## config.mk

```make
export PLATFORM = sky130hd
export DESIGN_NAME = if_stage
export DESIGN_NICKNAME = d
export VERILOG_FILES = /design/src/rtl/if_stage_pkg.sv /design/src/rtl/if_stage_fetch_queue.sv /design/src/rtl/if_stage.sv
export SDC_FILE = /design/constraint.sdc
export NUM_CORES = 1
export LEC_CHECK = 0
export CORE_MARGIN = 2
export CORE_UTILIZATION = 36
export DETAILED_ROUTE_END_ITERATION = 7
export GPL_TIMING_DRIVEN = 0
export PLACE_DENSITY = 0.6
export SLEW_MARGIN = 30
export SYNTH_ARGS = -nofsm -noshare
export SYNTH_HDL_FRONTEND = slang
export SYNTH_SLANG_ARGS = --single-unit
```

## constraint.sdc

```tcl
create_clock -name clk -period 5.7 [get_ports clk]
set_input_delay 1.14 -clock clk [delete_from_list [all_inputs] [get_ports clk]]
set_output_delay 1.14 -clock clk [all_outputs]
set_load 0.005 [all_outputs]
```

## src/rtl/if_stage_pkg.sv

```systemverilog
// Shared pipeline constants used by the instruction-fetch stage.
package if_stage_pkg;
    localparam int unsigned PC_STEP    = 4;
    localparam logic [31:0] NOP_INSTR  = 32'h0000_0013;
    localparam int unsigned INFLIGHT_W = 8;
endpackage

```

## src/rtl/if_stage_fetch_queue.sv

```systemverilog
// Synchronous FIFO holding fetched {pc, instr} pairs; flush has priority over push/pop.
module fetch_queue
    import if_stage_pkg::*;
#(
    parameter int unsigned WIDTH = 96,
    parameter int unsigned DEPTH = 2,
    localparam int unsigned AW   = $clog2(DEPTH),
    localparam int unsigned CW   = AW + 1
) (
    input  logic             clk,
    input  logic             rst_n,
    input  logic             push,
    input  logic             pop,
    input  logic             flush,
    input  logic [WIDTH-1:0] wdata,
    output logic [WIDTH-1:0] rdata,
    output logic [CW-1:0]    count,
    output logic             empty
);
    logic [WIDTH-1:0] mem_q [DEPTH];
    logic [AW-1:0]    wr_ptr_q;
    logic [AW-1:0]    rd_ptr_q;
    logic [CW-1:0]    count_q;
    logic             full;
    logic             do_push;
    logic             do_pop;

    assign empty   = (count_q == '0);
    assign full    = (count_q == CW'(DEPTH));
    assign do_pop  = pop & ~empty;
    // A full queue can still accept a write when the head leaves in the same cycle.
    assign do_push = push & (~full | do_pop);
    assign rdata   = mem_q[rd_ptr_q];
    assign count   = count_q;

    always_ff @(posedge clk or negedge rst_n) begin
        if (!rst_n) begin
            wr_ptr_q <= '0;
            rd_ptr_q <= '0;
            count_q  <= '0;
            for (int i = 0; i < int'(DEPTH); i++) begin
                mem_q[i] <= '0;
            end
        end else if (flush) begin
            wr_ptr_q <= '0;
            rd_ptr_q <= '0;
            count_q  <= '0;
        end else begin
            if (do_push) begin
                mem_q[wr_ptr_q] <= wdata;
                wr_ptr_q        <= wr_ptr_q + 1'b1;
            end
            if (do_pop) begin
                rd_ptr_q <= rd_ptr_q + 1'b1;
            end
            count_q <= count_q + CW'(do_push) - CW'(do_pop);
        end
    end
endmodule

```

## src/rtl/if_stage.sv

```systemverilog
// Instruction fetch stage: credit-limited requests to imem, in-order responses into a
// small queue toward decode, with redirect flush and stale-response dropping.
module if_stage
    import if_stage_pkg::*;
#(
    parameter int unsigned          BUS_WIDTH   = 64,
    parameter int unsigned          INSTR_WIDTH = 32,
    parameter logic [BUS_WIDTH-1:0] RESET_PC    = '0,
    parameter int unsigned          QUEUE_DEPTH = 2
) (
    input  logic                   clk,
    input  logic                   rst_n,
    input  logic                   redirect,
    input  logic [BUS_WIDTH-1:0]   redirect_pc,
    output logic                   imem_req_valid,
    input  logic                   imem_req_ready,
    output logic [BUS_WIDTH-1:0]   imem_req_addr,
    input  logic                   imem_resp_valid,
    input  logic [INSTR_WIDTH-1:0] imem_resp_data,
    output logic                   out_valid,
    input  logic                   out_ready,
    output logic [BUS_WIDTH-1:0]   out_pc,
    output logic [INSTR_WIDTH-1:0] out_instr
);
    localparam int unsigned QW = BUS_WIDTH + INSTR_WIDTH;
    localparam int unsigned CW = $clog2(QUEUE_DEPTH) + 1;

    logic [BUS_WIDTH-1:0]  fetch_pc_q, fetch_pc_d;
    logic [BUS_WIDTH-1:0]  resp_pc_q, resp_pc_d;
    logic [INFLIGHT_W-1:0] inflight_q, inflight_d;
    logic [INFLIGHT_W-1:0] drop_q, drop_d;

    logic [QW-1:0]         q_rdata;
    logic [CW-1:0]         q_count;
    logic                  q_empty;
    logic                  fire;
    logic                  keep;
    logic                  discard;
    logic                  do_pop;
    logic [INFLIGHT_W-1:0] live;
    logic [INFLIGHT_W-1:0] used;

    assign out_valid = ~q_empty;
    assign out_pc    = q_rdata[QW-1 -: BUS_WIDTH];
    assign out_instr = q_rdata[INSTR_WIDTH-1:0];
    assign do_pop    = out_valid & out_ready & ~redirect;

    // Only responses that will be kept need a queue slot, and a slot freed by this
    // cycle's pop is usable because a new response cannot land before next cycle.
    assign live = inflight_q - drop_q;
    assign used = live + INFLIGHT_W'(q_count) - INFLIGHT_W'(do_pop);

    assign imem_req_valid = rst_n & ~redirect & (used < INFLIGHT_W'(QUEUE_DEPTH))
                            & (inflight_q != '1);
    assign imem_req_addr  = fetch_pc_q;
    assign fire           = imem_req_valid & imem_req_ready;

    assign discard = imem_resp_valid & (drop_q != '0);
    assign keep    = imem_resp_valid & (drop_q == '0) & ~redirect;

    always_comb begin
        fetch_pc_d = fetch_pc_q;
        resp_pc_d  = resp_pc_q;
        inflight_d = inflight_q + INFLIGHT_W'(fire) - INFLIGHT_W'(imem_resp_valid);
        drop_d     = drop_q;
        if (redirect) begin
            fetch_pc_d = redirect_pc;
            resp_pc_d  = redirect_pc;
            drop_d     = inflight_q - INFLIGHT_W'(imem_resp_valid);
        end else begin
            if (fire) fetch_pc_d = fetch_pc_q + BUS_WIDTH'(PC_STEP);
            if (keep) resp_pc_d = resp_pc_q + BUS_WIDTH'(PC_STEP);
            if (discard) drop_d = drop_q - 1'b1;
        end
    end

    always_ff @(posedge clk or negedge rst_n) begin
        if (!rst_n) begin
            fetch_pc_q <= RESET_PC;
            resp_pc_q  <= RESET_PC;
            inflight_q <= '0;
            drop_q     <= '0;
        end else begin
            fetch_pc_q <= fetch_pc_d;
            resp_pc_q  <= resp_pc_d;
            inflight_q <= inflight_d;
            drop_q     <= drop_d;
        end
    end

    fetch_queue #(
        .WIDTH (QW),
        .DEPTH (QUEUE_DEPTH)
    ) u_fetch_queue (
        .clk   (clk),
        .rst_n (rst_n),
        .push  (keep),
        .pop   (do_pop),
        .flush (redirect),
        .wdata ({resp_pc_q, imem_resp_data}),
        .rdata (q_rdata),
        .count (q_count),
        .empty (q_empty)
    );
endmodule
```

== Yosys cells after proc, flatten, opt, wreduce, memory -nomap -nowiden ==
Cells that the tools add are included.

* Bits in writable memories: 0
* Output and inout port bits: 162
* Bits in latches: 0
* Register bits: 340
* Bits in read-only memories: 0
* Memories kept: 0
* Word-level logic and storage cells: 72
* Bits of input ports: 102

* Eq/ne operators: 2
* Muxes and demuxes: 17
* Div/mod/pow operators: 0
* Reductions and logical operators: 10
* Add/sub/neg operators: 13
* Bitwise gates (word level): 17
* Shift-type cells: 0
* Order comparisons: 4
* Multipliers: 0

{| class="wikitable"
|+ Operator list
! kind !! number
|-
| $mux 96 || 4
|-
| $mux 64 || 4
|-
| $bwmux 192 || 1
|-
| $add 64x3->64 const B || 2
|-
| $demux 96 s1 || 1
|-
| $sub 8x1->8 || 3
|-
| $mux 8 || 2
|-
| $and 1x1->1 || 11
|-
| $reduce_bool 2->1 || 5
|-
| $add 8x1->8 || 1
|-
| $add 8x2->8 || 1
|-
| $logic_not 8->1 || 1
|-
| $lt 8x2->1 const B || 1
|-
| $ne 8x8->1 const B || 1
|-
| $reduce_bool 8->1 || 1
|-
| $sub 8x1->8 const B || 1
|-
| $sub 8x8->8 || 1
|-
| $ge 2x2->1 const B || 2
|-
| $mux 1 || 4
|-
| $not 1->2 || 2
|-
| $not 1->1 || 3
|-
| $add 1x1->1 const B || 2
|-
| $add 2x1->2 || 1
|-
| $eq 2x2->1 const B || 1
|-
| 7 further kinds || 7
|}

== Logic depth before layout (Yosys ltp) ==
* Depth after elaboration: 11
* Depth in mapped cells: 27
* Gate-level depth less buffers: 26

== By module ==
A second synthesis with hierarchy kept.

* Cells, all modules: 1589
* Area total of the unflattened synthesis: 18061.1 um^2

{| class="wikitable"
|+ By module, submodules not included
! module !! seq. area each (um^2) !! times used !! cells each !! area each (um^2)
|-
| if_stage || 3603.5 || 1 || 1055 || 9494.1
|-
| fetch_queue || 4904.7 || 1 || 534 || 8567.0
|}

== Least setup slack after synthesis ==
Ideal clock, no wire load.

* Path kind: input to register
* Start: input port redirect
* End: register inflight_q[6]
* Data arrival time: 6046 ps
* Buffers on the path: 3
* Slack: -426 ps
* Cell stages on the path: 26
* Required time: 5620 ps
* Setup time: 80 ps
* Cells stage by stage: clkbuf_1 > buf_1 > buf_1 > nor2_1 > inv_1 > fa_1 > inv_1 > fa_1 > nand2b_1 > fa_1 > nor2b_1 > o2111ai_1 > a311o_1 > nor3_1 > nand4_1 > ha_1 > inv_1 > ha_1 > inv_1 > fa_1 > o21bai_1 > a21oi_1 > nor2_1 > nor2_1 > o21bai_1 > xnor2_1

* Cells in the longest elaborated chain, start to end: 9
* Elaborated cells on any way between the ends: 10

{| class="wikitable"
|+ Ends and longest elaborated chain
! element !! line !! text
|-
| start: declaration || if_stage.sv:13 || <nowiki>input logic redirect,</nowiki>
|-
| $not 1->1 (no line) (*) || -- ||
|-
| $and 1x1->1 || if_stage.sv:46 || <nowiki>assign do_pop = out_valid & out_ready & ~redirect;</nowiki>
|-
| $sub 8x1->8 || if_stage.sv:51 || <nowiki>assign used = live + INFLIGHT_W'(q_count) - INFLIGHT_W'(do_pop);</nowiki>
|-
| $lt 8x2->1 || if_stage.sv:53 || <nowiki>assign imem_req_valid = rst_n & ~redirect & (used < INFLIGHT_W'(QUEUE_DEPTH))</nowiki>
|-
| $and 1x1->1 (*) || if_stage.sv:53 ||
|-
| $and 1x1->1 (*) || if_stage.sv:54 || <nowiki>& (inflight_q != '1);</nowiki>
|-
| $and 1x1->1 (*) || if_stage.sv:56 || <nowiki>assign fire = imem_req_valid & imem_req_ready;</nowiki>
|-
| $add 8x1->8 (*) || if_stage.sv:64 || <nowiki>inflight_d = inflight_q + INFLIGHT_W'(fire) - INFLIGHT_W'(imem_resp_valid);</nowiki>
|-
| $sub 8x1->8 (*) || if_stage.sv:64 ||
|-
| net inflight_d[6] || if_stage.sv:30 || <nowiki>logic [INFLIGHT_W-1:0] inflight_q, inflight_d;</nowiki>
|-
| end signal: assignment || if_stage.sv:86 || <nowiki>inflight_q <= inflight_d;</nowiki>
|-
| end: declaration || if_stage.sv:30 ||
|}

The timed path passes the listed nets; every way through them passes the cells marked *.
A chain may end at the register's enable or synchronous reset.

== Worst setup path after layout ==
* Start: input port out_ready
* End: output port imem_req_valid

* Cells in the longest elaborated chain, start to end: 6

{| class="wikitable"
|+ Ends and longest elaborated chain
! element !! line !! text
|-
| start: declaration || if_stage.sv:21 || <nowiki>input logic out_ready,</nowiki>
|-
| $and 1x1->1 (2 in series) || if_stage.sv:46 ||
|-
| $sub 8x1->8 || if_stage.sv:51 ||
|-
| $lt 8x2->1 || if_stage.sv:53 ||
|-
| $and 1x1->1 || if_stage.sv:53 ||
|-
| $and 1x1->1 || if_stage.sv:54 ||
|-
| end: declaration || if_stage.sv:15 || <nowiki>output logic imem_req_valid,</nowiki>
|}

No other way between the ends.

==> out/metrics.yaml <==
synth:
  synth_top_area_share_pct: 45.6
  ys_ff_latch: 340
  syn-num-nets: 1873
  ys.flop_type: "dfrtp_1"
  synthCells: 1728
  yosysUniqueCellTypes: 74
  yosysTopAreaCell: "dfrtp_1"
  syn-mean-instance-area_sq_um: 10.8
  syn-cell-area_sq_mm: 0.0187
  synthArstFlopShare_pct: 100
  synth_edf_count: 0
  synthTopCellsByArea: "dfrtp_1 (46%), mux2_2 (18%), ha_1 (2.5%)"
  ys_seq_area_share_pct: 45.6
  synth_warnings: 0
min_path:
  hold_path_class: "reg -> reg"
  min-delay-start: "u_fetch_queue.mem_q[70]"
  holdPathStages: 1
  holdPathEnd: "u_fetch_queue.mem_q[70]"
detailed_routing:
  wire_per_inst_um: 23.6
  post-route-drc-count: 0
  drt_pass1_iterations: 5
  totalWireLength_mm: 64.9
  drt_iter0_drc: 1425
  vias: 15660
  postRouteAntennaNets: 0
  vias_per_cell: 5.69
timing:
  max_slew_margin_pct: 32.0
  period_needed_ns: 5.54
  fin_skew_ns: 0.0255
  worstMarginPinSlew_ns: 1.02
  fmax_ghz: 0.181
  setup_viol: 0
  layout_setup_ws_ns: 0.164
  min_period_over_period_pct: 97.1
  rsz0062_at_grt: "no"
  hold_viol: 0
  finalMaxSlewViolations: 0
clocking:
  cts_tree: "built"
  clock_tree.root_cell: "clkbuf_16"
  numCtsBuffers: 42
  cts_num_sinks: 340
  clk_path_buf_depth: 3
  clk_pin_slew_ns: 0.05
  clock_latency_ns: 0.57
  cts_max_level: 2
run_status:
  status: "finished, final reports clean"
pwr:
  power_density_mw_per_mm2: 441
  p_sw_share_pct: 40.2
  ir_worst_vdd_v: 0.000490
  internal-power_mw: 6.29
  p_sw_mw: 4.23
  p_seq_share_pct: 29.4
  p_clk_share_pct: 27.4
  p_leak_nw: 10.2
  power_frac_comb_pct: 43.2
placed_design:
  post-place-ws_ns: -1.45
  hpwl_mm: 47.7
  globalplace.congestion: 0.926
  port_buffers: 263
layout:
  nNetsFinal: 2186
  areaGrowthSynthToFinish_pct: 28.0
  n_antenna_cell: 0
  final_util_pct: 46.5
  drive_above_1_share_pct: 22.4
  num-fill-cells: 4761
  multi_input_area_sq_mm: 0.00958
  area.sequential_sq_mm: 0.00851
floorplan:
  std_cell_rows: 83
  core_sq_mm: 0.0513
  die_w_um: 232
  ios: 264
  die_area_sq_mm: 0.0537
  chipHeight_um: 232
  start_util_pct: 36.4
critical_path:
  critPathKind: "in -> out"
  rr_endpoint: "inflight_q[6]"
  ff2ff_path_depth: 25
  cp_data_required_time_ns: 4.56
  rr_startpoint: "u_fetch_queue.count[1]"
  crit_fanout: 2
  regToRegSetupSlack_ns: 0.33
  worst_setup_path_end_kind: "primary output"
  cp-start-kind: "input port"
  worstPathArrival_ns: 4.40
global_routing:
  gr-usage-all-layers_pct: 24.0
  grt_pass1_vias: 15748
  grt_max_degree: 82
  grt_pass1_wl_mm: 97.8
  grt_antenna_before_repair: 1
  globalRouteOverflowTotal: 0
run:
  drv_cap: 0
logic make-up (layout without fill, tap and decap cells):
family / count (synthesis) / in the layout / synth area share (%)
xor gates and xnor gates: 70 / 70 / 3.29
adders and majority gates: 43 / 43 / 3.09
DFF: 340 / 340 / 45.6
and+or+nand+nor: 584 / 584 / 17.1
buffers and inverters: 163 / 509 / 3.59
muxes: 304 / 304 / 18.3
AOI/OAI and AO/OA: 224 / 224 / 8.97
metal layers:
layer / vias to the layer above / track usage, % / wire [um]
met1: 7874 / 32.2 / 28100
li1: 6996 / - / -
met3: 121 / 5.39 / 5050
met5: - / 0 / 0
met4: 0 / 9.09 / 2270
met2: 669 / 37.7 / 29500
worst max path at each step:
stage,from,endpoint,cells after the start
final,out_ready,imem_req_valid,15
after floorplan,redirect,inflight_q[6],26
after CTS,redirect,imem_req_valid,15
after detailed placement,redirect,inflight_q[6],27
after global routing,out_ready,inflight_q[6],25
after global placement,rst_n,u_fetch_queue.mem_q[100],1
metrics by stage:
stage / cells / TNS [ns] / power, mW / hold WS (ns) / cell area [sq um]
6_report: 2754 / 0 / 10.5 / 0.498 / 23900
5_1_grt: 2754 / 0 / 11.1 / 0.514 / 23900
4_1_cts: 2752 / 0 / 10.5 / 0.503 / 23800
3_5_place_dp: 2675 / -64.57 / 7.49 / 0.490 / 22300
3_3_place_gp: 2671 / -4754.19 / 7.45 / 0.483 / 22200
2_1_floorplan: 1728 / 0 / 5.73 / 0.475 / 18700
power by group through the flow:
stage	sequential [mW]	combinational (mW)	clock [mW]
floorplan	3.01	2.71	0
global placement	3.11	4.34	0
detailed placement	3.13	4.37	0
CTS	3.09	4.44	2.93
global route	3.15	4.90	3.03
finish	3.10	4.54	2.88
critical path: stages:
cell       delay, ns
buf_4           0.11
nand2_4         0.07
nor2_4          0.12
inv_2           0.04
fa_1            0.50
inv_1           0.05
fa_1            0.49
nand2b_4        0.17
fa_2            0.57
nand2_2         0.07
a2111oi_4       0.39
o21ai_2         0.13
nor3_2          0.20
and3_1          0.19
clkbuf_2        0.12
what timing repair did:
action / CTS / global route
endpoints found under the setup margin: 70 / 2
cloned: 1 / 0
pin swaps: 1 / 15
setup buffers: 1 / 3
gates resized for setup: 16 / 22
hold buffers: 0 / 0
cells in the mapped netlist, drive strengths merged (22+ instances only):
cell    instances
xor2           24
nand3          58
buf            39
nor2          121
nand4          56
nor4           80
mux2          303
o21ai          30
ha             38
nand2         100
a21boi         22
o31ai          26
clkbuf         70
and4           26
nor3           42
a211oi         61
dfrtp         340
xnor2          46
nand2b         31
inv            54
registers in the layout (all words and copies together) (netlist names):
signal                  cells
u_fetch_queue.wr_ptr_q      1
u_fetch_queue.count         2
inflight_q                  8
imem_req_addr              64
u_fetch_queue.mem_q       192
drop_q                      8
resp_pc_q                  64
u_fetch_queue.rd_ptr_q      1
layout make-up:
class                      instances  share of cell area, %
buffer                           106                   1.91
clock buffer                      59                   5.18
clock inverter                    18                   1.04
inverter                          54                  0.849
multi-input combinational       1225                   40.1
sequential                       340                   35.6
tap                              680                   3.56
timing repair buffer             272                   11.7
layout by cell type (no fill, tap or decap), types with 15 or more instances in the layout:
cell type | synthesis | layout
mux2_2 | 303 | 303
buf_2 | 27 | 27
clkdlybuf4s50_1 | 0 | 259
or3_1 | 15 | 15
xnor2_1 | 46 | 46
nor2_1 | 121 | 120
xor2_1 | 24 | 24
dfrtp_1 | 340 | 340
a21oi_1 | 16 | 15
nand3_1 | 57 | 57
nand2_1 | 100 | 98
and3_1 | 19 | 19
o21ai_0 | 28 | 28
ha_1 | 38 | 37
a211oi_1 | 61 | 61
nand4_1 | 55 | 55
o31ai_1 | 26 | 26
clkbuf_1 | 69 | 74
nand2b_1 | 31 | 30
and4_1 | 26 | 26
nor4_1 | 74 | 74
a21boi_0 | 22 | 22
clkbuf_16 | 0 | 43
inv_1 | 52 | 49
nor3_1 | 40 | 39
(Power assumes the default switching activity.)
